`src/rtl/i2c_slave_frontend.sv`:
```
// i2c_slave_frontend: oversampled I2C slave that turns bus transfers into
// single-cycle memory write/read strobes with a persistent 16-bit pointer.
module i2c_slave_frontend #(
  parameter logic [6:0] DEV_ADDR    = 7'h50,
  parameter int         SYNC_STAGES = 2,
  parameter int         RD_LATENCY  = 1
) (
  input  logic        clk,
  input  logic        reset,
  input  logic        scl_in,
  input  logic        sda_in,
  output logic        sda_oe,
  output logic [15:0] mem_addr,
  output logic [7:0]  mem_wdata,
  output logic        mem_we,
  output logic        mem_re,
  input  logic [7:0]  mem_rdata,
  output logic        busy
);
  typedef enum logic [3:0] {
    ST_IDLE, ST_DEV_ADDR, ST_DEV_ACK, ST_ADDR_HI, ST_ACK_HI, ST_ADDR_LO, ST_ACK_LO,
    ST_WR_DATA, ST_WR_ACK, ST_RD_FETCH, ST_RD_SHIFT, ST_RD_ACK, ST_WAIT_STOP
  } state_t;
  state_t state, state_n;
  logic [SYNC_STAGES-1:0] scl_s, sda_s;
  logic scl, sda, scl_d, sda_d, scl_rise, scl_fall, start, stop;
  logic [3:0] cnt, cnt_n;
  logic [7:0] sh, sh_n, lat, lat_n, mem_wdata_n;
  logic [15:0] mem_addr_n;
  logic rw, rw_n, sda_oe_n, mem_we_n, mem_re_n, busy_n;
  assign scl = scl_s[SYNC_STAGES-1];
  assign sda = sda_s[SYNC_STAGES-1];
  assign scl_rise = scl & ~scl_d;
  assign scl_fall = ~scl & scl_d;
  assign start = scl & scl_d & sda_d & ~sda;
  assign stop = scl & scl_d & ~sda_d & sda;
  // Synchronisers and delayed copies idle high, matching a released bus
  always_ff @(posedge clk or negedge reset)
    if (!reset) begin
      scl_s <= '1;
      sda_s <= '1;
      scl_d <= 1'b1;
      sda_d <= 1'b1;
    end else begin
      scl_s <= {scl_s[SYNC_STAGES-2:0], scl_in};
      sda_s <= {sda_s[SYNC_STAGES-2:0], sda_in};
      scl_d <= scl;
      sda_d <= sda;
    end
  always_ff @(posedge clk or negedge reset)
    if (!reset) begin
      state     <= ST_IDLE;
      cnt       <= '0;
      sh        <= '0;
      lat       <= '0;
      rw        <= 1'b0;
      sda_oe    <= 1'b0;
      mem_addr  <= '0;
      mem_wdata <= '0;
      mem_we    <= 1'b0;
      mem_re    <= 1'b0;
      busy      <= 1'b0;
    end else begin
      state     <= state_n;
      cnt       <= cnt_n;
      sh        <= sh_n;
      lat       <= lat_n;
      rw        <= rw_n;
      sda_oe    <= sda_oe_n;
      mem_addr  <= mem_addr_n;
      mem_wdata <= mem_wdata_n;
      mem_we    <= mem_we_n;
      mem_re    <= mem_re_n;
      busy      <= busy_n;
    end
  always_comb begin
    state_n     = state;
    cnt_n       = cnt;
    sh_n        = sh;
    lat_n       = lat;
    rw_n        = rw;
    sda_oe_n    = sda_oe;
    mem_addr_n  = mem_we ? mem_addr + 16'd1 : mem_addr;
    mem_wdata_n = mem_wdata;
    mem_we_n    = 1'b0;
    mem_re_n    = 1'b0;
    busy_n      = busy;
    case (state)
      ST_DEV_ADDR, ST_ADDR_HI, ST_ADDR_LO, ST_WR_DATA: begin
        if (scl_rise) begin
          sh_n  = {sh[6:0], sda};
          cnt_n = cnt + 4'd1;
        end
        if (scl_fall && cnt == 4'd8) begin
          cnt_n    = '0;
          sda_oe_n = 1'b1;
          case (state)
            ST_DEV_ADDR:
              if (sh[7:1] == DEV_ADDR) begin
                busy_n  = 1'b1;
                rw_n    = sh[0];
                state_n = ST_DEV_ACK;
              end else begin
                sda_oe_n = 1'b0;
                state_n  = ST_WAIT_STOP;
              end
            ST_ADDR_HI: begin
              mem_addr_n[15:8] = sh;
              state_n          = ST_ACK_HI;
            end
            ST_ADDR_LO: begin
              mem_addr_n[7:0] = sh;
              state_n         = ST_ACK_LO;
            end
            default: begin
              mem_wdata_n = sh;
              mem_we_n    = 1'b1;
              state_n     = ST_WR_ACK;
            end
          endcase
        end
      end
      ST_DEV_ACK, ST_ACK_HI, ST_ACK_LO, ST_WR_ACK:
        if (scl_fall) begin
          sda_oe_n = 1'b0;
          cnt_n    = '0;
          lat_n    = '0;
          mem_re_n = state == ST_DEV_ACK && rw;
          state_n  = state == ST_DEV_ACK ? (rw ? ST_RD_FETCH : ST_ADDR_HI) :
                     state == ST_ACK_HI  ? ST_ADDR_LO : ST_WR_DATA;
        end
      ST_RD_FETCH: begin
        lat_n = lat + 8'd1;
        if (lat == 8'(RD_LATENCY)) begin
          sh_n       = mem_rdata;
          sda_oe_n   = ~mem_rdata[7];
          mem_addr_n = mem_addr + 16'd1;
          cnt_n      = '0;
          state_n    = ST_RD_SHIFT;
        end
      end
      ST_RD_SHIFT:
        if (scl_fall) begin
          cnt_n    = cnt + 4'd1;
          sh_n     = {sh[6:0], 1'b0};
          sda_oe_n = cnt == 4'd7 ? 1'b0 : ~sh[6];
          state_n  = cnt == 4'd7 ? ST_RD_ACK : ST_RD_SHIFT;
          if (cnt == 4'd7) cnt_n = '0;
        end
      ST_RD_ACK: begin
        // cnt records that the master acknowledged on the rising edge
        if (scl_rise) begin
          if (sda) state_n = ST_WAIT_STOP;
          else cnt_n = 4'd1;
        end
        if (scl_fall && cnt == 4'd1) begin
          cnt_n    = '0;
          lat_n    = '0;
          mem_re_n = 1'b1;
          state_n  = ST_RD_FETCH;
        end
      end
      default: ;
    endcase
    if (start) begin
      state_n  = ST_DEV_ADDR;
      cnt_n    = '0;
      sda_oe_n = 1'b0;
    end else if (stop) begin
      state_n  = ST_IDLE;
      busy_n   = 1'b0;
      sda_oe_n = 1'b0;
    end
  end
endmodule

```
`config.mk`:
```
export PLATFORM = sky130hd
export DESIGN_NAME = i2c_slave_frontend
export DESIGN_NICKNAME = d
export VERILOG_FILES = /design/src/rtl/i2c_slave_frontend.sv
export SDC_FILE = /design/constraint.sdc
export NUM_CORES = 1
export LEC_CHECK = 0
export CORE_ASPECT_RATIO = 0.9
export CORE_MARGIN = 2
export CORE_UTILIZATION = 40
export DETAILED_ROUTE_END_ITERATION = 8
export GPL_TIMING_DRIVEN = 1
export SLEW_MARGIN = 30
export SYNTH_ARGS = -nofsm -noshare
export SYNTH_HDL_FRONTEND = slang
export SYNTH_SLANG_ARGS = --single-unit
```
`constraint.sdc`:
```
create_clock -name clk -period 6.11 [get_ports clk]
set_clock_uncertainty 0.05 [all_clocks]
set_input_delay 1.833 -clock clk [delete_from_list [all_inputs] [get_ports clk]]
set_output_delay 1.833 -clock clk [all_outputs]
set_load 0.02 [all_outputs]
```
==> out/metrics.cfg <==
[outcome]
outcome = completed

[synthesis]
synth_area_mm2 = 0.00391
yosys.cell_types.count = 79
synthFlopType = dfrtp_1
synth-async-reset-ratio = 1.00
synth_top_family_by_area = simple AND/OR/NAND/NOR gates
synthMuxAreaShare = 0.0410
synth-seq-cells = 59
netlist_top_cells_count = dfrtp_1, nand2_1, o21ai_0
syn_area_per_cell_um2 = 8.90
synth_seq_area_share = 0.380
synth.most_common_cell = dfrtp_1
synth_xor_area_frac = 0.0247
synthTopCellsByArea = dfrtp_1, o21ai_0, nand2_1
netlist_instances = 439
yosysWarnings = 0
synth_fa_ha_area_frac = 0.0192
syn_nets = 457
synthSimpleGateAreaFrac = 0.250
synth_top_area_share = 0.339
synth_compound_area_frac = 0.238
synth_edf_count = 0
yosysTopAreaCell = dfrtp_1

[grt]
overflow = 0
grt_pass1_wl_um = 17400
grt_max_degree = 60
grt_use_met3 = 0.0461
first_global_vias = 3341
use_met2 = 0.309
grtUsageTotal = 0.207
gr-usage-met1 = 0.299
top_usage_layer = met2
antenna_found_initial = 0

[critical_path]
critPathSlowestCell = clkdlybuf4s50_1
path_max_fanout = 11
cp_cell_sequence = clkdlybuf4s50_1
cp-end-kind = output port
crit_type = register to output port
start_kind = register
startpoint = mem_we$_DFF_PN0_
worstPathRequired_ns = 4.23
crit_buf_inv = 1
rr_startpoint = state[0]$_DFFE_PN0P_
critical_path.max_stage_delay_ns = 0.69
worstPathArrival_ns = 1.63
crit_family = buffers and inverters

[power]
power_switching_mw = 0.836
p_seq_frac = 0.363
combinationalPowerShare = 0.429
p_int_mw = 1.02
p_leak_nw = 1.76
switching_share = 0.451
power.density_mw_per_mm2 = 406
ir_worst_vdd_mv = 0.219
pwr-share-clk = 0.207

[route]
drt_pass1_iterations = 6
drt_iter0_markers = 273
wl_per_cell_um = 17.7
ant_nets = 0
drc = 0
route.vias.total = 3545
drt_wl_total_um = 10500
routed_via_density = 5.97

[layout]
drive_above_1_share = 0.105
antenna_cells = 0
area_growth_pct = 16.8
num-nets-final = 481

[min_path]
min-delay-start = sda_s[0]$_DFF_PN1_
hold_class = register to register

[sta]
whs_ns = 0.308
tns_ns = 0
finalHoldViolCount = 0
tightest_slew_ns = 0.786
fmax_ghz = 0.284
finalSetupViolations = 0
rsz0062_at_grt = no
period_share = 0.575
max-slew-margin-rel = 0.472
drv_slew = 0
finalCriticalPeriod_ns = 3.52

[placed_design]
dpl.hpwl_um = 7090
place.gp.congestion = 0.884
port-buffer-count = 39

[floorplan]
die_x_um = 108
row_count = 34
start_util = 0.408
die-height_um = 97.8
pin_count = 40
dieArea_mm2 = 0.0106
core-area_mm2 = 0.00957

[job]
maxCapViolations = 0

[clock_tree]
cts_resized = 0
hold_buffers = 0
cts_tree = built
clkLatencyLatePin_ns = 0.35
clkSlewWorstSetupHoldPaths_ns = 0.08
cts.root.buffer_cell = clkbuf_8
cts.sinks = 59
h-tree-depth = 3
cts_max_path_buffers = 2
cts_setup_buffers = 0
cts_made_buffers = 9

logic make-up (layout without fill, tap and decap cells):
group | count (synthesis) | after routing
flip-flops | 59 | 59
AND/OR/NAND/NOR | 175 | 175
XOR/XNOR | 11 | 11
buffers and inverters | 42 | 71
AO/OA/AOI/OAI | 131 | 131
adder cells (fa/ha/maj) | 6 | 6
multiplexers | 15 | 15
cells in the final DEF (no fill, tap or decap), types with 3 or more instances in the layout:
master           count
a211oi_1             3
nor2b_1              5
dfrtp_1             53
a31oi_1              5
o31ai_1              5
o21ai_0             42
nor4_1               4
nand3b_1             5
clkbuf_8             9
and2_1               3
mux2_2               8
and4_1               3
mux2i_1              7
nand2_1             43
ha_1                 6
nor2_1              23
nor3b_1              3
nand3_1             22
o21a_1               6
and3_1              11
buf_4                3
o211ai_1            11
nor3_1              13
xor2_1               8
nand2b_1             6
a21oi_1             14
or3_1                3
dfstp_2              6
nand4_1             14
inv_1               13
a21o_1               3
xnor2_1              3
inv_6                4
clkdlybuf4s50_1     38
area by class of cell:
type	instances	area, um2
well taps	126	158
inverters	13	48.8
multi-input cells	338	2260
fillers	922	5010
repair buffers	42	408
clock buffers	9	124
clock inverters	7	81.3
flip-flops and latches	59	1480
flip-flops by register name (all words and copies together) (netlist names), 2 cells and up:
| register | cells |
|---|---|
| state | 4 |
| lat | 8 |
| scl_s | 2 |
| mem_wdata | 8 |
| sda_s | 2 |
| sh | 8 |
| mem_addr | 16 |
| cnt | 4 |
per-layer routing:
metal	wire length (um)	part of all wire
met3	540	0.051
met5	0	0
met4	236	0.022
met1	4920	0.47
met2	4810	0.46
power groups by stage:
stage / combinational, mW / clock [mW] / sequential (mW)
final: 0.795 / 0.384 / 0.673
after floorplan: 0.639 / 0 / 0.580
after global routing: 0.883 / 0.407 / 0.692
after CTS: 0.792 / 0.393 / 0.667
after detailed placement: 0.785 / 0 / 0.673
after global placement: 0.775 / 0 / 0.673
metrics by stage:
| step | utilization | power [mW] | instance area, um2 | setup WS, ns | std cells |
|---|---|---|---|---|---|
| floorplan | - | 1.22 | 3910 | 3.72 | 439 |
| global placement | 0.455 | 1.45 | 4350 | 2.96 | 578 |
| detailed placement | 0.455 | 1.46 | 4350 | 2.96 | 578 |
| CTS | 0.476 | 1.85 | 4560 | 2.58 | 594 |
| global route | 0.477 | 1.98 | 4560 | 2.55 | 594 |
| finish | 0.477 | 1.85 | 4560 | 2.59 | 594 |
final timing paths:
check,end,slack [ns],cells past startpoint
worst max-delay path,mem_we,2.59,1
worst min-delay path,sda_s[1]$_DFF_PN1_,0.31,0
worst max register to register,cnt[1]$_DFFE_PN0P_,3.09,5
worst min register to register,sda_s[1]$_DFF_PN1_,0.31,0
max in group asynchronous,sh[4]$_DFFE_PN0P_,3.92,2
min in group asynchronous,mem_addr[4]$_DFF_PN0_,1.58,2
Note: power is estimated with default switching activity, not from simulation.
